$ cat src/rtl/if_prefetch_queue.sv
// if_prefetch_queue: instruction-fetch front end with credit-based pipelined imem requests,
// an in-order response FIFO feeding IF/ID, stall handling and redirect squash.
module if_prefetch_queue #(
  parameter logic [31:0] RESET_PC        = 32'h0000_0000,
  parameter int          DEPTH           = 4,
  parameter int          MAX_OUTSTANDING = 2
) (
  input  logic        clk,
  input  logic        rst,
  output logic        imem_req_valid,
  input  logic        imem_req_ready,
  output logic [31:0] imem_req_addr,
  input  logic        imem_resp_valid,
  input  logic [31:0] imem_resp_data,
  input  logic        redirect_valid,
  input  logic [31:0] redirect_pc,
  input  logic        stall,
  output logic        out_valid,
  output logic [31:0] out_pc,
  output logic [31:0] out_pc4,
  output logic [31:0] out_instr
);
  localparam int PW = $clog2(DEPTH);
  localparam int CW = $clog2(DEPTH + 1);
  localparam int OW = $clog2(MAX_OUTSTANDING + 1);

  logic [31:0]   r_fetch_pc;
  logic [31:0]   r_pc_q    [DEPTH];
  logic [31:0]   r_instr_q [DEPTH];
  logic [PW-1:0] r_rd_ptr, r_wr_ptr;
  logic [CW-1:0] r_count;
  logic [OW-1:0] r_outstanding, r_drop_cnt;
  logic          w_credit, w_accept, w_push, w_pop;
  logic [31:0]   w_tag_pc;

  assign w_credit       = (int'(r_outstanding) < MAX_OUTSTANDING) &&
                          (int'(r_count) + int'(r_outstanding) < DEPTH);
  assign imem_req_valid = rst && !redirect_valid && w_credit;
  assign imem_req_addr  = r_fetch_pc;
  assign w_accept       = imem_req_valid && imem_req_ready;
  assign w_push         = imem_resp_valid && r_drop_cnt == '0 && !redirect_valid;
  assign out_valid      = rst && r_count != '0 && !redirect_valid;
  assign w_pop          = out_valid && !stall;
  // Kept responses belong to contiguous words ending at fetch_pc-4, so the oldest tag is derived, not stored.
  assign w_tag_pc       = r_fetch_pc - (32'(r_outstanding) << 2);
  assign out_pc         = r_pc_q[r_rd_ptr];
  assign out_instr      = r_instr_q[r_rd_ptr];
  assign out_pc4        = out_pc + 32'd4;

  always_ff @(posedge clk) begin
    if (!rst) begin
      r_fetch_pc    <= RESET_PC;
      r_rd_ptr      <= '0;
      r_wr_ptr      <= '0;
      r_count       <= '0;
      r_outstanding <= '0;
      r_drop_cnt    <= '0;
    end else begin
      r_outstanding <= r_outstanding + OW'(w_accept) - OW'(imem_resp_valid);
      if (redirect_valid) begin
        r_fetch_pc <= redirect_pc & ~32'd3;
        r_rd_ptr   <= r_wr_ptr;
        r_count    <= '0;
        r_drop_cnt <= r_outstanding - OW'(imem_resp_valid);
      end else begin
        if (w_accept) r_fetch_pc <= r_fetch_pc + 32'd4;
        if (imem_resp_valid && r_drop_cnt != '0) r_drop_cnt <= r_drop_cnt - OW'(1);
        if (w_push) r_wr_ptr <= r_wr_ptr + PW'(1);
        if (w_pop) r_rd_ptr <= r_rd_ptr + PW'(1);
        r_count <= r_count + CW'(w_push) - CW'(w_pop);
      end
    end
  end

  always_ff @(posedge clk) begin
    if (w_push) begin
      r_pc_q[r_wr_ptr]    <= w_tag_pc;
      r_instr_q[r_wr_ptr] <= imem_resp_data;
    end
    if (rst) begin
      assert (!(imem_resp_valid && r_outstanding == '0));
      assert (!(w_push && r_count == CW'(DEPTH)));
    end
  end
endmodule
$ cat config.mk
export PLATFORM = sky130hd
export DESIGN_NAME = if_prefetch_queue
export DESIGN_NICKNAME = d
export VERILOG_FILES = /design/src/rtl/if_prefetch_queue.sv
export SDC_FILE = /design/constraint.sdc
export NUM_CORES = 1
export LEC_CHECK = 0
export CORE_UTILIZATION = 35
export CTS_CLUSTER_DIAMETER = 100
export CTS_CLUSTER_SIZE = 16
export DETAILED_ROUTE_END_ITERATION = 6
export MAX_ROUTING_LAYER = met4
export PLACE_DENSITY = 0.57
export SETUP_SLACK_MARGIN = 0.5
export SLEW_MARGIN = 10
export SYNTH_ARGS = -nofsm -noshare
export SYNTH_HDL_FRONTEND = slang
export SYNTH_SLANG_ARGS = --single-unit
$ cat constraint.sdc
create_clock -name clk -period 3.5 [get_ports clk]
set_clock_uncertainty 0.2 [all_clocks]
set_input_delay 1.05 -clock clk [delete_from_list [all_inputs] [get_ports clk]]
set_output_delay 1.05 -clock clk [all_outputs]
set_load 0.02 [all_outputs]
==> results of run 1 <==
-- cells by family (layout without fill, tap and decap cells) --
family	count (synthesis)	after routing	synth area share, %
flip-flops	291	291	64.8
AND/OR/NAND/NOR	208	208	9.28
buffers and inverters	87	395	3.31
AO/OA/AOI/OAI	85	85	4.65
XOR/XNOR	69	69	4.71
multiplexers	66	66	11.4
adder cells (fa/ha/maj)	17	17	1.78
other	1	6	0.0293
-- sequential cells by signal (all words and copies together), names as in the netlist, named ones only --
| signal | count |
|---|---|
| imem_req_addr | 30 |
| r_count | 3 |
| r_drop_cnt | 2 |
| r_instr_q | 128 |
| r_outstanding | 2 |
| r_pc_q | 120 |
| r_rd_ptr | 2 |
| r_wr_ptr | 2 |
-- metal layers --
| metal | up-vias | track usage (%) |
|---|---|---|
| li1 | 3783 | - |
| met1 | 4021 | 21.9 |
| met2 | 222 | 27.9 |
| met3 | 40 | 2.49 |
| met4 | 0 | 4.18 |
| met5 | - | - |
-- tightest hold or removal path, cell delays in order (launching register included) --
cell	delay, ns
dfxtp_1	0.34
mux2i_1	0.13
nor2_1	0.05
-- final timing paths --
kind	startpoint	endpoint	slack, ns	cells after the start
setup / recovery	register	out_pc4[28]	-0.59	8
hold reg to reg	r_wr_ptr[1]	r_wr_ptr[1]	0.36	2
hold / removal	r_wr_ptr[1]	r_wr_ptr[1]	0.36	2
setup reg to reg	r_outstanding[0]	r_pc_q[1][26]	0.69	8
-- power by group through the flow --
stage / Clock (mW) / Combinational (mW) / Sequential (mW)
floorplan: 0 / 0.741 / 4.05
global placement: 0 / 1.36 / 4.06
detailed placement: 0 / 1.37 / 4.06
CTS: 2.41 / 1.44 / 3.98
global route: 2.50 / 1.63 / 4.00
finish: 2.33 / 1.52 / 3.99
-- Yosys cell counts (21+ instances only) --
library cell | n | area [µm²]
clkbuf_1 | 36 | 135
mux4_2 | 54 | 1220
inv_1 | 25 | 93.8
edfxtp_1 | 248 | 7450
dfxtp_1 | 43 | 861
nand3_1 | 23 | 115
xnor2_1 | 39 | 342
a21oi_1 | 22 | 110
nor3_1 | 21 | 105
xor2_1 | 30 | 263
nand2_1 | 35 | 131
nor2_1 | 40 | 150
-- per-stage QoR --
step	TNS, ns	instance area (µm²)
final	-12.93	17700
after global routing	-17.86	17700
after CTS	-11.94	17200
after detailed placement	-11.60	16100
after global placement	-10.72	16100
after floorplan	-0.406	13100
-- cell type report --
cell class,instances,area (µm²)
Clock buffer,29,598
Clock inverter,2,16.3
Fill cell,3072,18100
Inverter,27,101
Multi-Input combinational cell,451,4540
Sequential cell,291,8330
Tap cell,461,577
Timing Repair Buffer,337,3570
-- repair_timing --
action	in CTS	in global routing
gates cloned	3	1
setup buffers	27	23
pin swaps	23	17
endpoints found under the setup margin	130	135
gates resized for setup	551	101
==> impl_metrics.json, run 1 <==
{
  "grt_max_degree": 36,
  "diodes": 0,
  "place_ws_ns": -0.542,
  "worst_pin_slew_ns": 1.03,
  "top_layer": "met4",
  "wl_met2_um": 15400,
  "slowest_delay_ns": 0.60,
  "crit_top_cell": "buf_6",
  "violations": "design-rule violations, negative setup slack",
  "min_period_over_period_pct": 117,
  "cts_buffers": 22,
  "synth_ff_type": "edfxtp_1",
  "area_growth_pct": 38.3,
  "pwr-share-clk_pct": 29.7,
  "status": "finished with violations",
  "layout_common_cells": "edfxtp_1, buf_6, clkdlybuf4s50_1",
  "boundaryPins": 200,
  "synth_edf_count": 248,
  "synthArstFlopShare_pct": 0,
  "dp_cells": 1513,
  "hold_class": "reg2reg",
  "combPwrFrac_pct": 19.4,
  "ys_types": 67,
  "crit_fanout": 5,
  "routabilityCongestion": 0.846,
  "max_freq_mhz": 245,
  "critPathBufInv": 2,
  "post_drt_wl_per_cell_um": 19.6,
  "vdd_drop_max_mv": 0.288,
  "crit_slowest_cell": "or4_4",
  "ys_seq_area_share_pct": 64.8,
  "root_buffer": "clkbuf_16",
  "vias": 8066,
  "synth.cell_area_mm2": 0.0128,
  "ys_ff_latch": 291,
  "worst_ep_arrival_time_ns": 2.84,
  "grt_antenna_before_repair": 0,
  "drcViolationCount": 14,
  "hpwl_um": 21100,
  "worstPathCellList": "buf_6 -> mux4_2 -> ha_4 -> nand3_4 -> or4_4 -> nor4_4 -> xor2_2 -> buf_6",
  "grt_overflow_total": 0,
  "swShare_pct": 25.3,
  "drtIter0Drc": 362,
  "cts.clk_slew.worst_paths_ns": 0.07,
  "nets": 1217,
  "drv_cap": 0,
  "crit_type": "reg2out",
  "hold_slack_ns": 0.356,
  "syn_avg_cell_area_um2": 15.6,
  "instances_no_fill": 1598,
  "power_frac_seq_pct": 50.9,
  "hold_violations": 0,
  "start_kind": "register",
  "grt_pass1_wl_um": 47800,
  "wl_met3_um": 1470,
  "start_util_pct": 35.8,
  "cts_max_level": 1,
  "cp-end-kind": "output pin",
  "dieArea_mm2": 0.0374,
  "coreArea_mm2": 0.0358,
  "viasPerCell": 5.05,
  "setup_viol": 54,
  "cts_sinks": 291,
  "critPathTopFamily": "simple AND/OR/NAND/NOR gates",
  "rows": 69,
  "synthCells": 824,
  "final.setup.worst_slack_ns": -0.586,
  "die_w_um": 193,
  "fin_crit_ns": 4.09,
  "p_total_mw": 7.84,
  "drtPass1Iterations": 7,
  "die_height_um": 193,
  "powerDensity_mw_per_mm2": 442,
  "grt_pass1_vias": 8197,
  "wirelength_met1_um": 13600,
  "clock_latency_ns": 0.52,
  "drive_above_1_share_pct": 37.5,
  "slew_viol_final": 0,
  "crit_required_ns": 2.25,
  "ys_warn_count": 0,
  "grtUsageTotal_pct": 16.9,
  "fin_util_pct": 49.5,
  "io_buffers": 191,
  "cts_buffer_depth": 3,
  "hold_buffers": 0,
  "slew_headroom_pct": 30.9,
  "layout_commonest_cell": "edfxtp_1",
  "routed_wl_um": 31300,
  "cts_tree": "built",
  "grt_setup_unrepaired": "yes",
  "internal_power_mw": 5.86,
  "ant_nets": 0,
  "netSwitchingPower_mw": 1.99,
  "power.leakage_nw": 6.28
}
(Power assumes the default switching activity.)
==> run 2: changes to the inputs <==
--- a/config.mk
+++ b/config.mk
@@ -5,6 +5,7 @@
 export SDC_FILE = /design/constraint.sdc
 export NUM_CORES = 1
 export LEC_CHECK = 0
+export CORE_MARGIN = 2
 export CORE_UTILIZATION = 35
 export CTS_CLUSTER_DIAMETER = 100
 export CTS_CLUSTER_SIZE = 16
==> run 2 against run 1 <==
Against the previous run:
- the run ends with negative setup slack left
- wire length fell by 0.40%
- largest cell class unchanged
- worst setup slack improved by 0.027 ns
- combinational power barely moved
- hold slack improved by 0.0059 ns
==> impl_metrics.json, run 2 (synthesis gave the netlist of run 1 again) <==
{
  "r2r_end": "r_pc_q[1][20]",
  "clock_latency_ns": 0.53,
  "worst_pin_slew_ns": 1.12,
  "drtPass1Iterations": 4,
  "cts_sinks": 291,
  "stdcell_area_mm2": 0.0177,
  "start_util_pct": 35.3,
  "die_w_um": 195,
  "slowest_delay_ns": 0.47,
  "r2r_start": "imem_req_addr[2]",
  "instances_no_fill": 1597,
  "boundaryPins": 200,
  "cts_max_level": 1,
  "hold_violations": 0,
  "grt_setup_unrepaired": "yes",
  "slew_viol_final": 0,
  "vias": 8036,
  "holdPathStages": 2,
  "worstPathCellList": "buf_8 -> mux4_2 -> nand4_1 -> or4_4 -> buf_12 -> buf_8 -> nor2_4 -> xor2_2 -> buf_6",
  "fin_crit_ns": 4.06,
  "io_buffers": 191,
  "place_ws_ns": -0.553,
  "crit_required_ns": 2.25,
  "grt_max_degree": 33,
  "placed_area_mm2": 0.0161,
  "die_height_um": 195,
  "viasPerCell": 5.03,
  "start_kind": "register",
  "nets": 1200,
  "cp-end-kind": "output pin",
  "crit_fanout": 8,
  "worst_ep_arrival_time_ns": 2.81,
  "status": "finished with violations",
  "power.leakage_nw": 6.27,
  "routabilityCongestion": 0.834,
  "cts_tree": "built",
  "worstHoldStart": "imem_req_addr[3]",
  "post_drt_wl_per_cell_um": 19.5,
  "layout_common_cells": "edfxtp_1, buf_6, clkdlybuf4s50_1",
  "hold_slack_ns": 0.362,
  "worst-r2r-cell-count": 9,
  "grt_pass1_vias": 8285,
  "cts_buffer_depth": 3,
  "crit_type": "reg2out",
  "drcViolationCount": 0,
  "coreArea_mm2": 0.0363,
  "drive_above_1_share_pct": 36.8,
  "drtIter0Drc": 415,
  "cts_buffers": 22,
  "critPathBufInv": 4,
  "violations": "negative setup slack",
  "root_buffer": "clkbuf_16",
  "area_growth_pct": 38.1,
  "powerDensity_mw_per_mm2": 445,
  "ff2ff_setup_slack_ns": 0.71,
  "critPathTopFamily": "simple AND/OR/NAND/NOR gates",
  "ant_nets": 0,
  "hpwl_um": 21100,
  "crit_top_cell": "buf_8",
  "setup_viol": 30,
  "grt_overflow_total": 0,
  "grt_pass1_wl_um": 48200,
  "max_flop_register": "r_instr_q",
  "dieArea_mm2": 0.0382,
  "diodes": 0,
  "hold_class": "reg2reg",
  "min_to": "imem_req_addr[3]",
  "final.setup.worst_slack_ns": -0.558,
  "vdd_drop_max_mv": 0.250,
  "grt_antenna_before_repair": 0,
  "layout_commonest_cell": "edfxtp_1",
  "grtUsageTotal_pct": 16.7,
  "dp_cells": 1520,
  "largest_register_ffs": 128,
  "cts.clk_slew.worst_paths_ns": 0.07,
  "min_period_over_period_pct": 116,
  "max_freq_mhz": 246,
  "routed_wl_um": 31100,
  "drv_cap": 0,
  "slew_headroom_pct": 25.0,
  "rows": 70,
  "crit_slowest_cell": "or4_4",
  "setup_tns_ns": -11.39
}
## run 2: cell count changes in the layout (fill, tap and decap cells not counted), moves of 3 or more
cell | before | now
buf_12 | 22 | 18
clkbuf_2 | 1 | 6
clkdlybuf4s15_2 | 0 | 25
buf_2 | 9 | 6
buf_4 | 88 | 62
buf_6 | 112 | 96
dlymetal6s2s_1 | 1 | 4
clkbuf_1 | 6 | 14
## run 2: repair_timing
| item | in CTS | in global routing |
|---|---|---|
| cloned | 1 | 4 |
| setup endpoints to repair | 128 | 131 |
| hold buffers | 0 | 0 |
| resized for setup | 428 | 138 |
| pin swaps | 26 | 26 |
| setup buffers | 14 | 18 |
## run 2: area by class of cell
cell class | count | area [µm²]
clock inverters | 3 | 30.0
fillers | 3159 | 18600
well taps | 468 | 586
flip-flops and latches | 291 | 8340
inverters | 27 | 101
clock buffers | 37 | 617
multi-input cells | 452 | 4600
repair buffers | 319 | 3420
## run 2: power by group
group / internal (mW) / switching, mW / leakage, nW
clock network: 1.21 / 1.18 / 0.310
logic: 0.737 / 0.758 / 3.34
registers: 3.91 / 0.0857 / 2.62
total: 5.86 / 2.02 / 6.27
## run 2: worst max-delay path by stage
stage                        start     endpoint  slack [ns]  cells after the start
final                     register  out_pc4[15]       -0.56                      9
after global routing      register  out_pc4[15]       -0.68                      9
after CTS                 register  out_pc4[26]       -0.61                      7
after detailed placement  register  out_pc4[29]       -0.55                      7
after global placement    register  out_pc4[27]       -0.55                      7
after floorplan           register  out_pc4[27]       -0.08                      8
## run 2: stage by stage
step           total power, mW  util, %
2_1_floorplan             4.79        -
3_3_place_gp              5.42     44.2
3_5_place_dp              5.43     44.2
4_1_cts                   7.86     47.0
5_1_grt                   8.21     48.7
6_report                  7.88     48.7
## run 2: worst reg2reg max path, stage by stage (launching register included)
cell,delay [ns]
dfxtp_2,0.37
inv_1,0.09
ha_1,0.14
inv_1,0.09
fa_2,0.38
or4_4,0.45
nor2_4,0.15
nand2_1,0.13
nor4_2,0.31
xor2_1,0.29
## run 2: layer usage
| layer | vias to the layer above | GRT usage [%] | wire length (µm) |
|---|---|---|---|
| met4 | 0 | 3.36 | 478 |
| met2 | 257 | 28.0 | 15500 |
| met3 | 34 | 2.37 | 1830 |
| li1 | 3759 | - | - |
| met5 | - | - | 0 |
| met1 | 3986 | 21.7 | 13400 |
